--- src/rtl/led_pattern_ctrl.sv ---
// LED pattern sequencer: picks OFF/FILL/CHASE/BLINK and a step rate from key pulses,
// then steps the active-low 4-LED pattern from an internal divider.
module led_pattern_ctrl #(
  parameter int BASE_DIV = 50_000_000,
  parameter int CNT_W    = 26
) (
  input  logic       clk,
  input  logic       rst,
  input  logic       key_mode,
  input  logic       key_speed,
  input  logic       run_en,
  output logic [3:0] leds,
  output logic [1:0] mode,
  output logic [1:0] speed,
  output logic       step_tick
);

  typedef enum logic [1:0] {
    MODE_OFF   = 2'd0,
    MODE_FILL  = 2'd1,
    MODE_CHASE = 2'd2,
    MODE_BLINK = 2'd3
  } mode_e;

  mode_e            mode_q, mode_d;
  logic [1:0]       speed_q, speed_d;
  logic [2:0]       step_q, step_d;
  logic [CNT_W-1:0] cnt_q, cnt_d;
  logic [3:0]       leds_q, leds_d;
  logic             tick_q, tick_d;

  logic [CNT_W-1:0] termVal;
  logic [2:0]       lastStep;
  logic             atTerm;

  function automatic logic [3:0] ledPattern(input mode_e m, input logic [2:0] s);
    logic [3:0] p;
    p = 4'b1111;
    case (m)
      MODE_FILL: begin
        case (s)
          3'd0:    p = 4'b1111;
          3'd1:    p = 4'b1110;
          3'd2:    p = 4'b1100;
          3'd3:    p = 4'b1000;
          3'd4:    p = 4'b0000;
          3'd5:    p = 4'b0001;
          3'd6:    p = 4'b0011;
          default: p = 4'b0111;
        endcase
      end
      MODE_CHASE: begin
        case (s[1:0])
          2'd0:    p = 4'b1110;
          2'd1:    p = 4'b1101;
          2'd2:    p = 4'b1011;
          default: p = 4'b0111;
        endcase
      end
      MODE_BLINK: p = s[0] ? 4'b1111 : 4'b0000;
      default:    p = 4'b1111;
    endcase
    return p;
  endfunction

  // Divider terminal value and the last step index of the current pattern.
  always_comb begin
    termVal  = CNT_W'(BASE_DIV - 1);
    lastStep = 3'd0;
    case (speed_q)
      2'd0:    termVal = CNT_W'(BASE_DIV - 1);
      2'd1:    termVal = CNT_W'((BASE_DIV >> 1) - 1);
      2'd2:    termVal = CNT_W'((BASE_DIV >> 2) - 1);
      default: termVal = CNT_W'((BASE_DIV >> 3) - 1);
    endcase
    case (mode_q)
      MODE_FILL:  lastStep = 3'd7;
      MODE_CHASE: lastStep = 3'd3;
      MODE_BLINK: lastStep = 3'd1;
      default:    lastStep = 3'd0;
    endcase
    atTerm = (cnt_q == termVal);
  end

  // Key pulses take priority over a coinciding terminal count and suppress its tick.
  always_comb begin
    mode_d  = mode_q;
    speed_d = speed_q;
    step_d  = step_q;
    cnt_d   = cnt_q;
    tick_d  = 1'b0;
    if (key_mode || key_speed) begin
      cnt_d = '0;
      if (key_mode) begin
        mode_d = mode_e'(mode_q + 2'd1);
        step_d = 3'd0;
      end
      if (key_speed) begin
        speed_d = speed_q + 2'd1;
      end
    end else if (run_en && (mode_q != MODE_OFF)) begin
      if (atTerm) begin
        cnt_d  = '0;
        step_d = (step_q == lastStep) ? 3'd0 : step_q + 3'd1;
        tick_d = 1'b1;
      end else begin
        cnt_d = cnt_q + 1'b1;
      end
    end
    leds_d = ledPattern(mode_d, step_d);
  end

  always_ff @(posedge clk) begin
    if (rst) begin
      mode_q  <= MODE_OFF;
      speed_q <= 2'd0;
      step_q  <= 3'd0;
      cnt_q   <= '0;
      leds_q  <= 4'b1111;
      tick_q  <= 1'b0;
    end else begin
      mode_q  <= mode_d;
      speed_q <= speed_d;
      step_q  <= step_d;
      cnt_q   <= cnt_d;
      leds_q  <= leds_d;
      tick_q  <= tick_d;
    end
  end

  assign leds      = leds_q;
  assign mode      = mode_q;
  assign speed     = speed_q;
  assign step_tick = tick_q;

endmodule

--- config.mk ---
export PLATFORM = sky130hd
export DESIGN_NAME = led_pattern_ctrl
export DESIGN_NICKNAME = d
export VERILOG_FILES = /design/src/rtl/led_pattern_ctrl.sv
export SDC_FILE = /design/constraint.sdc
export NUM_CORES = 1
export LEC_CHECK = 0
export CORE_MARGIN = 5
export CORE_UTILIZATION = 63
export DETAILED_ROUTE_END_ITERATION = 12
export PLACE_DENSITY = 0.84
export SLEW_MARGIN = 40
export SYNTH_ARGS = -nofsm -noshare
export SYNTH_HDL_FRONTEND = slang
export SYNTH_SLANG_ARGS = --single-unit
--- constraint.sdc ---
create_clock -name clk -period 7.4 [get_ports clk]
set_input_delay 1.48 -clock clk [delete_from_list [all_inputs] [get_ports clk]]
set_output_delay 1.48 -clock clk [all_outputs]
set_load 0.02 [all_outputs]
# Word level (Yosys, flattened, before mapping)
# Cells that the tools add are included.
[totals] word_cells=53 ram_bits=0 rom_bits=0 n_memories=0 latch_bits=0 regBits=38 out_inout_bits=9
[classes] n_shift=0 n_eq_ne=18 n_reduce_logical=9 mux=15 multipliers=0 bitwise_logic=1 addsub=4 order_cmp=0 div=0
[op_table] cell="26-bit case mux with 3 select lines" n=1
[op_table] cell="4-bit case mux with 7 select lines" n=1
[op_table] cell="26-bit by 1-bit adder with 26-bit output (second input constant)" n=1
[op_table] cell="26-bit equality test" n=1
[op_table] cell="26-bit 2-to-1 mux" n=1
[op_table] cell="4-bit case mux with 3 select lines" n=2
[op_table] cell="3-bit 2-to-1 mux" n=5
[op_table] cell="2-bit equality test (second input constant)" n=6
[op_table] cell="3-bit equality test (second input constant)" n=3
[op_table] cell="3-bit case mux with 3 select lines" n=1
[op_table] cell="2-bit by 1-bit equality test with 1-bit output (second input constant)" n=4
[op_table] cell="3-bit by 2-bit equality test with 1-bit output (second input constant)" n=2
[op_table] cell="2-bit by 1-bit adder with 2-bit output (second input constant)" n=2
[op_table] cell="2-bit logical NOT" n=2
[op_table] cell="2-bit 2-to-1 mux" n=2
[op_table] cell="4-bit 2-to-1 mux" n=1
[op_table] cell="3-bit by 1-bit adder with 3-bit output (second input constant)" n=1
[op_table] cell="3-bit by 1-bit equality test with 1-bit output (second input constant)" n=1
[op_table] cell="3-bit equality test" n=1
[op_table] cell="3-bit logical NOT" n=1
[op_table] cell="3-bit OR reduction" n=1
[op_table] cell="2-bit AND reduction" n=1
[op_table] cell="2-bit nonzero test" n=1
[op_table] cell="2-bit OR reduction" n=1
[op_table] cell="4 further kinds" n=4

# Depth between registers and ports, before layout
# Gate-level depths: netlist of run 1.
[logic_depth] depth_word=10 mapped_depth=11 ltp_nobuf=9

# Least setup slack after synthesis of run 1
# Ideal clock, no wire load.
[synth_timing] path_kind="input port to flip-flop" startpoint="input run_en" endpoint="register leds_q[1], in the netlist leds[1]" required_ps=7322 arrival_time_ps=2940 cell_stages=7 setup_slack_ps=4383 setup_ps=78 path_cell_list="nand4b_1 a211oi_1 and4_1 nand3_1 and2_2 or2_2 a32oi_1"
[synth_between] elab_chain_len=6 elab_cells_between_ends=17
[synth_lines] element="from (decl)" line="11" text="input logic run_en,"
[synth_lines] element="1-bit logical AND *" line="101" text="end else if (run_en && (mode_q != MODE_OFF)) begin"
[synth_lines] element="3-bit 2-to-1 mux *" line="101"
[synth_lines] element="3-bit 2-to-1 mux *" line="92" text="if (key_mode || key_speed) begin"
[synth_lines] element="3-bit equality test, or another cell as far along" line="41" text="case (s)"
[synth_lines] element="4-bit case mux with 7 select lines or 4-bit case mux with 3 select lines (tied branches)" line="41, 53"
[synth_lines] element="4-bit case mux with 3 select lines *" line="39" text="case (m)"
[synth_lines] element="to (signal assigned)" line="126" text="leds_q <= leds_d;"
[synth_lines] element="to (decl)" line="29" text="logic [3:0] leds_q, leds_d;"
# Every way passes the cells marked *; elsewhere a longest branch is shown, timed or not.
# A chain may end at the register's enable or synchronous reset.

# Worst setup path after layout of run 1
# Ends and elaborated chain as after synthesis.

==> metrics list, run 1 <==
- The library cell used most frequently in the layout, excluding fill and tap cells, is sky130_fd_sc_hd__dfxtp_1.
- Worst-Skew Late Latency: 0.35 ns
- Measured along the y axis, the die boundary spans 68.75 um.
- After filler insertion, the fill cell instance count of the layout stands at 275.
* Worst slew margin relative to its limit: 60.71%
- Starting Density: 65.17%
- Origin of the worst min-delay path: cnt_q[12]$_SDFFE_PP0P_
* Worst endpoint required time: 7.66 ns
* Number of levels in the clock H-tree: 2
* EDFF count, synth: 0
- Count of antenna-violating nets left after detailed routing: 0
- Initial detailed-routing violation count: 191
- The floorplan step set the die width to 68.75 um.
* Critical path capture point type: flop
* Net count, final: 286
- For the pin with the worst max-slew slack, the measured transition is 0.5849 ns.
- Avg Cell Area, Syn: 8.494 um^2
- The synthesized design contains 38 register bits.
- The core region is 0.003337 mm^2.
* Relative contribution of combinational cells to total power: 14.1%
- Count of buffers from port buffering: 13
* Distinct cells, synth: 50
- Combined global-route utilization of all metal layers: 21.85%
- Classification of the worst-slack hold path: reg -> reg
- RSZ-0062 raised after global routing: no
- Across the whole layout, storage elements account for 760.7 um^2.
- For this design, the sink count on the clock tree is 38.
- The cell count after synthesis came out at 256.
- STA classifies the critical path startpoint as an input pin.
- After detailed routing, the number of remaining DRC violations is 0.
- Vias in the first global route: 1757
- The floorplan has 21 rows.
- The run finished with clean final reports.
* Detail Placement HPWL: 3302 um
* Setup fix buffers added after clock tree synthesis: 0
- The hold violation count in the final report is 0.
- Wires add up to 4468 um.
- Detail-routed via count per cell: 5.801
- VDD IR max: 0.1015 mV
- Sequential share of the synthesized area: 34.98%
* Number of non-filler instances in the completed layout: 317
* First-pass DRT Iterations: 4
* Count of pins over their slew limit: 0
- In this run the power density over the cells is 153.5 mW/mm^2.
* Clock share of power: 27.5%
- The cell area that synthesis handed to floorplanning was 0.002175 mm^2.
- Post-synth top flop: sky130_fd_sc_hd__dfxtp_1
- Final Util: 71.17%
* Arrival @ worst endpoint: 3.69 ns
- Maximum achievable frequency: 0.2910 GHz
- Detailed-route wire length per cell: 14.09 um
- After synthesis, the share of flip-flops with an asynchronous set or reset is 0%.
- Root buf cell: sky130_fd_sc_hd__clkbuf_4
* Yosys Warn Count: 0
- The worst register-to-register path begins at speed[0]$_SDFFE_PP0P_.
- Standby leakage power: 0.0008186 uW
* Net count after synthesis: 271
- Switching share of power: 27.05%
- Entering global routing, the biggest net connects 27 pins.
* Total placed instance area: 0.002330 mm^2
- Post_cts resized: 0
- The number of antenna diodes in the final layout is 0.
* Clock Tree Buf Depth: 2
- Layout cells sized above 1: 8.118%
* Global-route wire length before repair: 7797 um
* Cell Int Power: 266.0 uW
- Total Negative Setup Slacks: 0 ns
* Instance count after placement with tap cells included: 310
- Registers are responsible for 58.4% of the overall power.
- The die covers 0.004727 mm^2.
- For the final database, setup skew stands at 0.01567 ns.
- At the end of routability-driven placement, the weighted congestion stood at 0.9495.
- TritonCTS built the clock tree.
* TritonCTS Buffers: 5
- Final critical-path required period: 3.437 ns
- Pin placement for this block handled 14 I/O pins.
- Max-cap violations in this run came to 0.
- Setup Crit Path Kind: in -> reg
- Global-route congestion overflow total: 0
- In this run the power spent charging and discharging nets is 98.62 uW.
* Number of hold buffers added after CTS: 0
* Leading cell types in the layout, fill and taps excluded: sky130_fd_sc_hd__dfxtp_1, sky130_fd_sc_hd__nor2_1, sky130_fd_sc_hd__nand2_1, sky130_fd_sc_hd__xor2_1, sky130_fd_sc_hd__clkdlybuf4s50_1
- Total setup violations reported at the end of the flow: 0
- Number of antenna violations at the first check in global routing: 0
* Maximum net fanout on the critical path: 4
- Post-route cell area: 0.002375 mm^2
- After clock tree synthesis, the clock-pin slew on the worst setup and hold paths is 0.11 ns.
- Area Overhead vs Synth: 9.206%
- Across all layers, the routed design uses 1839 vias.
* First element of the critical path: run_en
* Multi-input logic area: 0.001340 mm^2
- Period utilisation layout: 46.44%
-- worst max-delay path, stage by stage --
cell	delay [ns]
sky130_fd_sc_hd__clkdlybuf4s50_1	0.47
sky130_fd_sc_hd__nand4b_1	0.17
sky130_fd_sc_hd__a211oi_1	0.37
sky130_fd_sc_hd__and4_1	0.29
sky130_fd_sc_hd__nand3_1	0.13
sky130_fd_sc_hd__and2_2	0.27
sky130_fd_sc_hd__or2_2	0.29
sky130_fd_sc_hd__a32oi_1	0.22
-- area by class of cell --
class                           count  area share (%)
Timing Repair Buffer               14           5.796
Inverter                            9           1.423
Sequential cell                    38           32.03
Tap cell                           46           2.424
Clock buffer                        7           1.897
Multi-Input combinational cell    203           56.43
-- cell families after synthesis --
group                      Yosys count  share of synthesized area [%]
AOI/OAI and AO/OA                   42                          13.46
xor gates and xnor gates            28                          11.28
adders and majority gates           10                          5.754
buffers and inverters               15                          3.394
DFF                                 38                          34.98
muxes                                4                          1.956
and+or+nand+nor                    119                          29.17
-- worst paths after layout --
kind / end / slack [ns] / cells past startpoint
setup / recovery: leds[1]$_SDFF_PP1_ / 3.96 / 8
hold / removal: cnt_q[12]$_SDFFE_PP0P_ / 0.52 / 2
setup reg to reg: leds[1]$_SDFF_PP1_ / 4.37 / 8
hold reg to reg: cnt_q[12]$_SDFFE_PP0P_ / 0.52 / 2
-- synthesized netlist by cell type, drive strengths merged, types with 3 or more instances --
cell type / count / share of area, %
a211oi: 4 / 1.4
a21oi: 12 / 2.8
and2: 6 / 1.8
and3: 9 / 2.6
and4: 3 / 1.3
clkbuf: 4 / 1.2
dfxtp: 38 / 35
ha: 10 / 5.8
inv: 9 / 1.6
nand2: 19 / 3.3
nand3: 12 / 2.8
nand4: 5 / 1.4
nor2: 36 / 6.2
nor2b: 4 / 1.2
nor3: 6 / 1.4
o211ai: 3 / 1.3
o21ai: 10 / 2.3
or3: 3 / 0.86
or3b: 3 / 1.2
xnor2: 10 / 4.0
xor2: 18 / 7.2
-- state kept, by name, summed over array words and instances (netlist names) --
register   flops
cnt_q         26
leds           4
step_q         3
mode           2
speed          2
step_tick      1
-- power by group through the flow --
stage	registers, uW	logic, uW	clock network [uW]
4_1_cts	213	51.5	102
2_1_floorplan	220	32.9	0
5_1_grt	213	57.2	112
3_5_place_dp	218	51.2	0
6_report	213	51.4	100
3_3_place_gp	217	49.9	0
-- through the flow --
stage | worst slack [ns] | hold slack (ns) | total power [uW]
finish | 3.963 | 0.5161 | 364.6
global placement | 3.760 | 0.4837 | 267.1
floorplan | 4.383 | 0.4670 | 252.7
CTS | 4.006 | 0.5134 | 366.5
detailed placement | 3.636 | 0.4965 | 268.7
global route | 3.869 | 0.5717 | 382.3
-- metal layers --
metal  part of all wire (%)  vias up  wire [um]  global-route usage, %
met4                    1.7        0         75                  7.786
met5                      0        -          0                      0
met3                    4.5       10        202                  5.024
met1                     49      872       2173                  28.74
li1                       -      927          -                      -
met2                     45       30       2017                  34.92
Power figures use the tool's default switching activity.
==> inputs of run 2 (changes only) <==
- CORE_UTILIZATION: 63 -> 59
- PLACE_DENSITY: 0.84 -> 0.8
- clock period: 7.4 -> 3.5 ns (I/O delays scaled with it)
==> run 2 against run 1 <==
Effect of this change: sequential power is 110% higher; register-to-register slack worse by 3.8 ns; first-iteration DRC count fell by 19%; utilization down 2.7 points; sequential share of layout area is 1.2 points lower; clock-buffer cell count decreased by 2; cell count rose by 1.9%; clock skew fell by 0.0045 ns; non-clock buffer count is 3 higher; final area grew 4.0%; combinational power increased by 120%; hold slack lost 0.0061 ns; critical path type is now reg -> reg.
==> metrics list, run 2 (synthesis gave the netlist of run 1 again) <==
- For this run, design rule violations remaining after detail routing come to 0.
- 14 I/O pins were placed.
- Final critical-path required period: 2.952 ns
* Worst endpoint required time: 3.66 ns
* CP cell instances: inv_1, ha_1, or4_4, a2111oi_4, a31oi_1, or3b_1, o32ai_1, a32oi_1
* Kind of start point of the critical path: flop
- Setup Crit Path Kind: reg -> reg
- Cell Int Power: 703.6 uW
* Power Dens Cells: 379.4 mW/mm^2
* Starting Density: 60.31%
* Max-Cap Viols: 0
- Total setup violations reported at the end of the flow: 0
- Number of sinks on the clock net: 38
- Gpl congestion: 0.8548
* RSZ-0062 raised after global routing: no
* Standby leakage power: 0.0008573 uW
- Global routing finished with a remaining overflow of 0.
- Entering global routing, the biggest net connects 16 pins.
- Leading cell types in the layout, fill and taps excluded: sky130_fd_sc_hd__dfxtp_1, sky130_fd_sc_hd__nor2_1, sky130_fd_sc_hd__nand2_1, sky130_fd_sc_hd__xor2_1, sky130_fd_sc_hd__clkdlybuf4s50_1
- Root buf cell: sky130_fd_sc_hd__clkbuf_8
- Combined global-route utilization of all metal layers: 18.81%
- Across all layers, the routed design uses 1798 vias.
- In this run the horizontal extent of the chip is 70.71 um.
- Layout cells sized above 1: 10.18%
- TritonCTS built the clock tree.
* Period utilisation layout: 84.34%
- Number of hold buffers added after CTS: 0
- The later pin in the worst-skew pair is clocked with a latency of 0.29 ns.
- Post_cts resized: 0
* TritonCTS Buffers: 5
- Classification of the worst-slack hold path: reg -> reg
- The number of antenna violations at the first check in global routing came to 0.
- For this run, the top clock speed supported by timing is 0.3388 GHz.
* Net count, final: 289
* Total Negative Setup Slacks: 0 ns
* Detail-routed via count per cell: 5.567
* Die Area: 0.005000 mm^2
- Count of buffers from port buffering: 13
- Data on the critical path arrives at its endpoint at 3.12 ns.
- Once the clock tree was built, the setup fixing pass inserted 0 buffers.
- The finished cells cover 0.002469 mm^2.
- Clock share of power: 40.0%
* Global-route wire length before repair: 7741 um
* Maximum net fanout on the critical path: 9
* Die H: 70.71 um
* Final-report hold violation count: 0
* VDD IR max: 0.2449 mV
* Transition at the pin with the smallest max-transition slack: 0.5369 ns
- Initial detailed-routing violation count: 155
- Counting flops per register, the top entry is cnt_q.
- The repair_antennas step left the layout with diodes totalling 0.
- Total detailed-routing wirelength: 4328 um
- The slowest stage of the critical path is the sky130_fd_sc_hd__dfxtp_1 cell.
- Compared with the post-synthesis result, the final layout area differs by 13.52%.
* Sequential share of power: 47.9%
- Headroom to the max-slew limit came out at 63.99%.
* Count of pins over their slew limit: 0
* Crit path largest cell delay: 0.51 ns
* Clock tree skew after final layout: 0.01116 ns
* Most common cell after layout, fill and taps aside: sky130_fd_sc_hd__dfxtp_1
- Vias in the first global route: 1637
* Switching share of power: 24.87%
* Critical path capture point type: flop
- Count of antenna-violating nets left after detailed routing: 0
- Number of flip-flops under the largest register name: 26
- Combinational logic is responsible for 12.1% of the overall power.
- The tightest hold path in the finished design has a slack of 0.5100 ns.
- In this run the deepest clock path goes through 2 buffers.
- Run status: finished, final reports clean
- For this run, the detailed router's first-pass iteration total came to 4.
- Instance count after placement with tap cells included: 315
- The floorplan has 22 rows.
- Leaving out filler cells and counting taps, the final layout contains 323.
* Clock transition at the register clock pins on the worst setup and hold paths after CTS: 0.08 ns
- In the final routed layout, each cell accounts on average for 13.40 um.
- NetSw: 232.9 uW
* Number of levels in the clock H-tree: 2
- In this run the cell area measured after placement is 0.002355 mm^2.
- Detailed placement finished with a half-perimeter wire length of 3265 um.
* Core area: 0.003606 mm^2
==> run 2: critical path, delay by kind of cell (launching register included) <==
family	cells	cell delay (ns)
AND/OR/NAND/NOR	2	0.96
AO/OA/AOI/OAI	4	0.95
flip-flops	1	0.51
adder cells (fa/ha/maj)	1	0.25
buffers and inverters	1	0.14
==> run 2: final timing paths <==
| kind | slack, ns | depth (start not counted) | to | start |
|---|---|---|---|---|
| worst max register to register | 0.55 | 8 | leds[1]$_SDFF_PP1_ | speed[0]$_SDFFE_PP0P_ |
| worst min register to register | 0.51 | 2 | cnt_q[12]$_SDFFE_PP0P_ | cnt_q[12]$_SDFFE_PP0P_ |
| worst max-delay path | 0.55 | 8 | leds[1]$_SDFF_PP1_ | speed[0]$_SDFFE_PP0P_ |
| worst min-delay path | 0.51 | 2 | cnt_q[12]$_SDFFE_PP0P_ | cnt_q[12]$_SDFFE_PP0P_ |
==> run 2: final cells by class <==
class	instances	area, um^2
Tap cell	48	60.06
Fill cell	298	1137
Clock inverter	3	45.04
Inverter	9	33.78
Multi-Input combinational cell	203	1340
Sequential cell	38	760.7
Clock buffer	5	68.82
Timing Repair Buffer	17	160.2
==> run 2: routing by layer <==
layer	wire, um	vias to the layer above	track usage (%)
met2	1891	40	27.60
met1	2149	818	27.45
met4	44	0	4.802
met3	242	4	4.830
li1	-	936	-
met5	0	-	0
==> run 2: power by group through the flow <==
stage | clock, uW | sequential, uW | combinational, uW
floorplan | 0 | 465 | 69.7
global placement | 0 | 459 | 113
global route | 403 | 450 | 126
detailed placement | 0 | 459 | 113
finish | 374 | 449 | 113
CTS | 381 | 449 | 114
==> run 2: stage by stage <==
stage               total power [uW]  util, %  setup WS [ns]
finish                         936.6    68.46         0.5481
global route                   978.9    68.46         0.3364
CTS                            943.9    68.46         0.5664
detailed placement             572.5    65.30         0.5295
global placement               572.4    65.30         0.6023
floorplan                      534.2        -         0.6565
